**src/rtl/l2_tlb_miss_arbiter.sv**
```systemverilog
// L2 TLB miss arbiter: round-robin merges ITLB/DTLB misses into a single L2 lookup,
// escalates L2 misses to the PTW and routes the resulting refill back to the requesting L1.

package l2_tlb_pkg;
   localparam int unsigned DEFAULT_VLEN   = 39;
   localparam int unsigned PKG_ASID_WIDTH = 1;

   typedef struct packed {
      logic                      valid;
      logic                      is_2m;
      logic                      is_1g;
      logic [26:0]               vpn;
      logic [PKG_ASID_WIDTH-1:0] asid;
      logic [63:0]               content;
   } tlb_update_t;
endpackage

module l2_tlb_miss_arbiter #(
   parameter int unsigned VLEN       = l2_tlb_pkg::DEFAULT_VLEN,
   parameter int unsigned ASID_WIDTH = l2_tlb_pkg::PKG_ASID_WIDTH
) (
   input  logic                    clk_i,
   input  logic                    rst_ni,
   input  logic                    flush_i,
   input  logic                    itlb_miss_i,
   input  logic [VLEN-1:0]         itlb_vaddr_i,
   input  logic                    dtlb_miss_i,
   input  logic [VLEN-1:0]         dtlb_vaddr_i,
   output logic                    l2_lu_valid_o,
   output logic [VLEN-1:0]         l2_lu_vaddr_o,
   output logic                    l2_lu_is_itlb_o,
   input  logic                    l2_hit_i,
   input  l2_tlb_pkg::tlb_update_t l2_entry_i,
   output logic                    ptw_req_valid_o,
   output logic [VLEN-1:0]         ptw_req_vaddr_o,
   output logic                    ptw_req_is_itlb_o,
   input  logic                    ptw_req_ready_i,
   input  l2_tlb_pkg::tlb_update_t ptw_update_i,
   input  logic                    ptw_error_i,
   output l2_tlb_pkg::tlb_update_t itlb_update_o,
   output l2_tlb_pkg::tlb_update_t dtlb_update_o,
   output logic                    itlb_err_o,
   output logic                    dtlb_err_o,
   output logic                    busy_o
);

   typedef enum logic [2:0] {
      IDLE,
      LOOKUP,
      PTW_REQ,
      PTW_WAIT,
      REFILL
   } state_e;

   state_e                  state_q, state_d;
   logic [VLEN-1:0]         req_vaddr_q, req_vaddr_d;
   logic                    req_itlb_q, req_itlb_d;
   logic                    last_grant_itlb_q, last_grant_itlb_d;
   l2_tlb_pkg::tlb_update_t refill_q, refill_d;
   logic                    any_miss;
   logic                    grant_itlb;

   if (ASID_WIDTH != l2_tlb_pkg::PKG_ASID_WIDTH) begin : g_asid_width_check
      $error("ASID_WIDTH must match the asid field of tlb_update_t");
   end

   // On a tie the side that was not granted last time wins.
   assign any_miss   = itlb_miss_i | dtlb_miss_i;
   assign grant_itlb = itlb_miss_i & (~dtlb_miss_i | ~last_grant_itlb_q);

   // NOTE: registers use non-blocking assignments so every flop samples pre-edge values.
   always_ff @(posedge clk_i or negedge rst_ni) begin
      if (!rst_ni) begin
         state_q <= IDLE;
      end else begin
         state_q <= state_d;
      end
   end

   // NOTE: every register here is reset; there is no storage array, so nothing is left unreset.
   always_ff @(posedge clk_i or negedge rst_ni) begin
      if (!rst_ni) begin
         req_vaddr_q       <= '0;
         req_itlb_q        <= 1'b0;
         last_grant_itlb_q <= 1'b0;
         refill_q          <= '0;
      end else begin
         req_vaddr_q       <= req_vaddr_d;
         req_itlb_q        <= req_itlb_d;
         last_grant_itlb_q <= last_grant_itlb_d;
         refill_q          <= refill_d;
      end
   end

   // NOTE: every combinational output gets a default first, so no path can infer a latch.
   always_comb begin
      state_d           = state_q;
      req_vaddr_d       = req_vaddr_q;
      req_itlb_d        = req_itlb_q;
      last_grant_itlb_d = last_grant_itlb_q;
      refill_d          = refill_q;

      if (flush_i) begin
         // Flush wins over any hit, completion or error seen in the same cycle.
         state_d  = IDLE;
         refill_d = '0;
      end else begin
         case (state_q)
            IDLE: begin
               if (any_miss) begin
                  state_d           = LOOKUP;
                  req_itlb_d        = grant_itlb;
                  req_vaddr_d       = grant_itlb ? itlb_vaddr_i : dtlb_vaddr_i;
                  last_grant_itlb_d = grant_itlb;
               end
            end
            LOOKUP: begin
               if (l2_hit_i) begin
                  refill_d = l2_entry_i;
                  state_d  = REFILL;
               end else begin
                  state_d = PTW_REQ;
               end
            end
            PTW_REQ: begin
               if (ptw_req_ready_i) begin
                  state_d = PTW_WAIT;
               end
            end
            PTW_WAIT: begin
               if (ptw_error_i) begin
                  state_d = IDLE;
               end else if (ptw_update_i.valid) begin
                  refill_d = ptw_update_i;
                  state_d  = REFILL;
               end
            end
            REFILL:  state_d = IDLE;
            default: state_d = IDLE;
         endcase
      end
   end

   always_comb begin
      l2_lu_valid_o       = 1'b0;
      ptw_req_valid_o     = 1'b0;
      itlb_update_o       = refill_q;
      dtlb_update_o       = refill_q;
      itlb_update_o.valid = 1'b0;
      dtlb_update_o.valid = 1'b0;
      itlb_err_o          = 1'b0;
      dtlb_err_o          = 1'b0;

      case (state_q)
         LOOKUP:  l2_lu_valid_o   = 1'b1;
         PTW_REQ: ptw_req_valid_o = 1'b1;
         PTW_WAIT: begin
            if (ptw_error_i && !flush_i) begin
               itlb_err_o = req_itlb_q;
               dtlb_err_o = ~req_itlb_q;
            end
         end
         REFILL: begin
            if (!flush_i) begin
               itlb_update_o.valid = req_itlb_q;
               dtlb_update_o.valid = ~req_itlb_q;
            end
         end
         default: ;
      endcase
   end

   assign l2_lu_vaddr_o     = req_vaddr_q;
   assign l2_lu_is_itlb_o   = req_itlb_q;
   assign ptw_req_vaddr_o   = req_vaddr_q;
   assign ptw_req_is_itlb_o = req_itlb_q;
   assign busy_o            = (state_q != IDLE);

endmodule
```
**config.mk**
```make
export PLATFORM = sky130hd
export DESIGN_NAME = l2_tlb_miss_arbiter
export DESIGN_NICKNAME = d
export VERILOG_FILES = /design/src/rtl/l2_tlb_miss_arbiter.sv
export SDC_FILE = /design/constraint.sdc
export NUM_CORES = 1
export LEC_CHECK = 0
export ABC_AREA = 1
export BUFFER_PORTS_ARGS = -buffer_cell sky130_fd_sc_hd__buf_2
export CAP_MARGIN = 20
export CORE_AREA = 3 3 214 216
export CTS_CLUSTER_DIAMETER = 100
export DETAILED_ROUTE_END_ITERATION = 10
export DIE_AREA = 0 0 217 219
export GPL_TIMING_DRIVEN = 0
export PLACE_DENSITY_LB_ADDON = 0.15
export SLEW_MARGIN = 10
export SYNTH_ARGS = -nofsm -noshare
export SYNTH_HDL_FRONTEND = slang
export SYNTH_SLANG_ARGS = --single-unit
```
**constraint.sdc**
```tcl
create_clock -name clk_i -period 2.35 [get_ports clk_i]
set_input_delay 0 -clock clk_i [delete_from_list [all_inputs] [get_ports clk_i]]
set_output_delay 0 -clock clk_i [all_outputs]
set_load 0.01 [all_outputs]
```
# Yosys cells after proc, flatten, opt, wreduce, memory -nomap -nowiden
# Cells that the tools add are included.
classes:
  n_lt_le_gt_ge: 0
  n_mul: 0
  add_sub_neg: 0
  eq_ne: 10
  reduce_logical: 8
  div: 0
  n_bitwise: 6
  shifts: 0
  n_mux: 23
ops:
  columns: ["op", "count"]
  rows:
  - ["two-way mux 94 bit", 4]
  - ["case mux 94 bit (2 select lines)", 1]
  - ["two-way mux 39 bit", 1]
  - ["two-way mux 3 bit", 6]
  - ["inequality test 3 bit, second input constant", 5]
  - ["case mux 3 bit (4 select lines)", 1]
  - ["two-way mux 1 bit", 10]
  - ["== test 3 x 2 -> 1 bit, second input constant", 2]
  - ["AND reduction 3 bit", 2]
  - ["nonzero test 3 bit", 2]
  - ["inequality test 4 bit, second input constant", 1]
  - ["AND reduction 4 bit", 1]
  - ["== test 3 x 1 -> 1 bit, second input constant", 1]
  - ["== test 3 bit, second input constant", 1]
  - ["logical NOT 3 bit", 1]
  - ["NOT 1 bit", 3]
  - ["OR 1 bit", 2]
  - ["AND 1 bit", 1]
  - ["logical AND 1 bit", 1]
  - ["logical NOT 1 bit", 1]
totals:
  n_memories: 0
  output_inout_bits: 275
  word_cells: 55
  ram_bits: 0
  reg_bits: 137
  latchBits: 0
  rom_bits: 0

# Depth between registers and ports, before layout
logic_depth:
  ltp_word: 4
  depth_mapped: 9

# Least setup slack after synthesis
# OpenSTA, ideal clock, no wires.
synth_timing:
  path_type: "reg2reg"
  from: "register state_q[1]"
  to: "register req_vaddr_q[17] (netlist: l2_lu_vaddr_o[17])"
  path_slack_ns: 0.873
  path_buffers: 2
  t_arrival_ns: 1.351
  required_time_ns: 2.224
  stages_incl_launch_ff: 9
  cell_sequence: "dfrtp_1 -> nor2_1 -> nand2_1 -> nor2_2 -> inv_2 -> buf_2 -> buf_4 -> nand2_1 -> o21ai_0"
synth_via:
  elab_chain_len: 2
synth_lines:
  columns: ["element", "line", "source"]
  rows:
  - ["start, declared", "55", "state_e state_q, state_d;"]
  - ["start signal, assigned", "76", "state_q <= state_d;"]
  - ["logical NOT 3 bit", "108", "case (state_q)"]
  - ["AND reduction 3 bit (no line)", null, null]
  - ["end signal, assigned", "88", "req_vaddr_q <= req_vaddr_d;"]
  - ["end, declared", "56", "logic [VLEN-1:0] req_vaddr_q, req_vaddr_d;"]
# No other way between the ends.
# A chain may end at the register's enable or synchronous reset.

# Worst setup path in the final report
layout_timing:
  from: "register state_q[1]"
  to: "register refill_q, in the netlist dtlb_update_o[4]"
layout_via:
  elab_chain_len: 3
layout_lines:
  columns: ["element", "line", "source"]
  rows:
  - ["== test 3 x 2 -> 1 bit / == test 3 x 1 -> 1 bit (equally long branches)", "108", null]
  - ["inequality test 3 bit (no line), or another cell as far along", null, null]
  - ["AND reduction 4 bit (no line) / two-way mux 94 bit (equally long branches)", null, null]
  - ["end signal, assigned", "91", "refill_q <= refill_d;"]
  - ["end, declared", "59", "l2_tlb_pkg::tlb_update_t refill_q, refill_d;"]
# Parallel ways exist; a longest one is shown, timed or not.

==> impl_metrics.toml <==
[worst_setup_path]
max_stage_delay_ns = 0.55
worst-endpoint-required_ns = 2.67
worstPathMaxFanout = 10
cp.depth = 9
reg2reg_start = "state_q[1]$_DFFE_PN0P_"
timing.critical_path.to_type = "flip-flop"
cp_common_cell = "nand2_1"
r2r_end = "dtlb_update_o[4]$_DFFE_PN0P_"
worst_setup_path_startpoint = "state_q[1]$_DFFE_PN0P_"
timing.reg2reg.worst_path_depth = 9
endpoint = "dtlb_update_o[4]$_DFFE_PN0P_"
r2r_slack_ns = 0.15
worst_setup_path_start_kind = "flip-flop"
cp.buffers_inverters = 3
critical_path.top_delay_family = "buffers and inverters"
crit_path_top_delay_cell = "dlygate4sd3_1"
timing_worst_setup_path_type = "flip-flop to flip-flop"
crit_arrival_ns = 2.53
crit_path_cell_trace = "nand2_1 -> nor2_4 -> inv_2 -> buf_1 -> nor2_1 -> nor2_1 -> dlygate4sd3_1 -> nand2_1 -> nand2_1"

[placement]
dp_worst_slack_ns = 0.08537
gp_congestion = 0.8148
port_buffers = 548
detailedPlacementHpwl_mm = 33.35

[timing]
hold_violations = 0
clock_skew_ns = 0.01079
grt_setup_unrepaired = "true"
timing.final.setup_violations = 0
pin_slew_with_the_least_headroom_to_its_limit_ns = 0.5912
finalWorstPathRequiredPeriod_ns = 2.201
hold-worst-slack_ns = 0.02097
final_critical_path_setup_slack_ns = 0.1487
sum_of_negative_setup_slack_ns = 0
fmax_mhz = 454.3
timing.slew.headroom_pct = 60.59
timing.final.crit_share_pct = 93.67
slew_violations = 0

[synth]
ys_types = 21
ys_async_sr_fraction_pct = 100.0
synth.area.top_cells = "dfrtp_1 (41%), buf_4 (12%), nand2_1 (11%)"
syn_nets = 1412
yosys.area.top_type = "dfrtp_1"
synthesis.yosys.warnings = 0
synth.ff_latch_count = 137
synth-edff-count = 0
synth-seq-area-share_pct = 41.35
syn-mean-instance-area_sq_um = 7.299
yosys.area.top_type_share_pct = 41.35
syn_inst = 1136
synth_top_flop_cell = "dfrtp_1"
syn-cell-area_sq_mm = 0.008292

[pwr]
design_power_total_mw = 10.70
p_per_area_mw_per_mm2 = 708.5
total_leakage_power_nw = 8.330
vdd.ir_drop.worst_mv = 0.3711

[cells_and_area]
synthToLayoutAreaGrowth_pct = 82.19
layout.nets = 2251
drive_above_1_share_pct = 38.62
final_common_cell = "buf_2"
most-common-layout-cells = "buf_2 (574), dlygate4sd3_1 (271), nand2_1 (244), nor2_1 (234), o21ai_0 (161)"

[grt]
number_of_antenna_violations_at_the_first_check_in_global_routing = 11
globalRouteOverflowTotal = 0
gr-usage-all-layers_pct = 17.60
grt_start_max_net_pins = 71
grt_pass1_wl_mm = 64.01
first_global_vias = 10970

[cts]
clock_sink_count = 137
clk_root_buffer_cell = "clkbuf_16"
clkTransAtPathRegs_ns = 0.06
clkLatencyLatePin_ns = 0.43
tritoncts.num_buffers = 17
tritoncts_clock_tree = "done"
cts_buffer_depth = 2
cts_max_level = 4

[route]
route.detailed.vias_per_inst = 4.179
violation_count_after_the_first_detailed_routing_iteration = 472
routedWlPerCell_microns = 16.68
drt_pre_antenna_iters = 5
drt_wl_total_mm = 43.10
drt_drc_violations_left = 0
antenna_violating_nets_post_route = 0
num_vias = 10800

[floorplanning]
pin_count = 551
die-height_microns = 219
dieWidth_microns = 217
starting_density_of_the_core_pct = 18.79
core_sq_mm = 0.04412
floorplan.die_area_sq_mm = 0.04752
rows = 77

[hold_path]
hold_start = "l2_entry_i[54]"
worstHoldPathType = "primary input to flip-flop"

[flow_run]
drv.max_cap_violation_count = 0

[status]
run_status = "finished, final reports clean"
## power breakdown
part           switching (mW)  internal, mW
logic                    2.26          2.30
registers               0.630          2.92
clock network            1.08          1.52
total                    3.97          6.73
## state kept, by name, summed over array words and instances (netlist names)
| register | cells |
|---|---|
| dtlb_update_o | 94 |
| l2_lu_vaddr_o | 39 |
| last_grant_itlb_q | 1 |
| state_q | 3 |
## cells by family after synthesis
logic type             count (synthesis)  synth area share, %
buffers and inverters                237                18.12
AO/OA/AOI/OAI                        177                10.68
AND/OR/NAND/NOR                      585                29.85
flip-flops                           137                41.35
## synthesized netlist by cell type (9+ instances only)
master,count
nand2_1,244
nor2_1,234
o21ai_0,161
dfrtp_1,137
buf_4,136
nand4_1,96
clkbuf_1,40
buf_2,28
inv_1,13
o21ai_1,13
buf_1,9
buf_6,9
## layer usage
layer / GRT usage (%) / up-vias / wire, microns
li1: - / 5280 / -
met4: 6.023 / 12 / 1118
met1: 19.90 / 5045 / 17160
met2: 32.20 / 401 / 21890
met3: 4.417 / 57 / 2870
met5: 0 / - / 58
## how the worst min path moves through the flow
| stage | to | slack (ns) | cells after the start |
|---|---|---|---|
| floorplan | dtlb_update_o[0]$_DFFE_PN0P_ | -0.30 | 0 |
| finish | dtlb_update_o[54]$_DFFE_PN0P_ | 0.02 | 5 |
| detailed placement | dtlb_update_o[2]$_DFFE_PN0P_ | -0.007 | 1 |
| CTS | dtlb_update_o[55]$_DFFE_PN0P_ | 0.003 | 5 |
| global route | dtlb_update_o[55]$_DFFE_PN0P_ | 0.03 | 5 |
| global placement | l2_lu_vaddr_o[23]$_DFFE_PN0P_ | 0.27 | 3 |
## worst register-to-register path: cells and delay by family (launching register included)
kind | cells | cell delay [ns]
buffers and inverters | 3 | 0.98
DFF | 1 | 0.43
and+or+nand+nor | 6 | 0.69
## per-stage QoR
stage,utilization [%],cell area [sq um],std cells
finish,34.24,15110,2583
global route,34.23,15100,2582
CTS,34.16,15070,2578
detailed placement,26.77,11810,2277
global placement,26.69,11780,2276
floorplan,-,8292,1136
## final cells by class
| class | instances | area, sq um |
|---|---|---|
| inverter | 15 | 56.30 |
| antenna | 5 | 12.51 |
| multi-input combinational | 762 | 3364 |
| fill | 4806 | 29020 |
| sequential | 137 | 3428 |
| clock inverter | 8 | 72.57 |
| clock buffer | 22 | 474.2 |
| timing repair buffer | 822 | 5508 |
| tap | 592 | 740.7 |
| buffer | 220 | 1450 |
## timing repair
item	CTS	global route
endpoints found under the hold margin	208	0
setup endpoints to repair	0	51
resized for setup	0	17
setup buffers	0	2
hold buffers	271	0
Note: power is estimated with default switching activity, not from simulation.
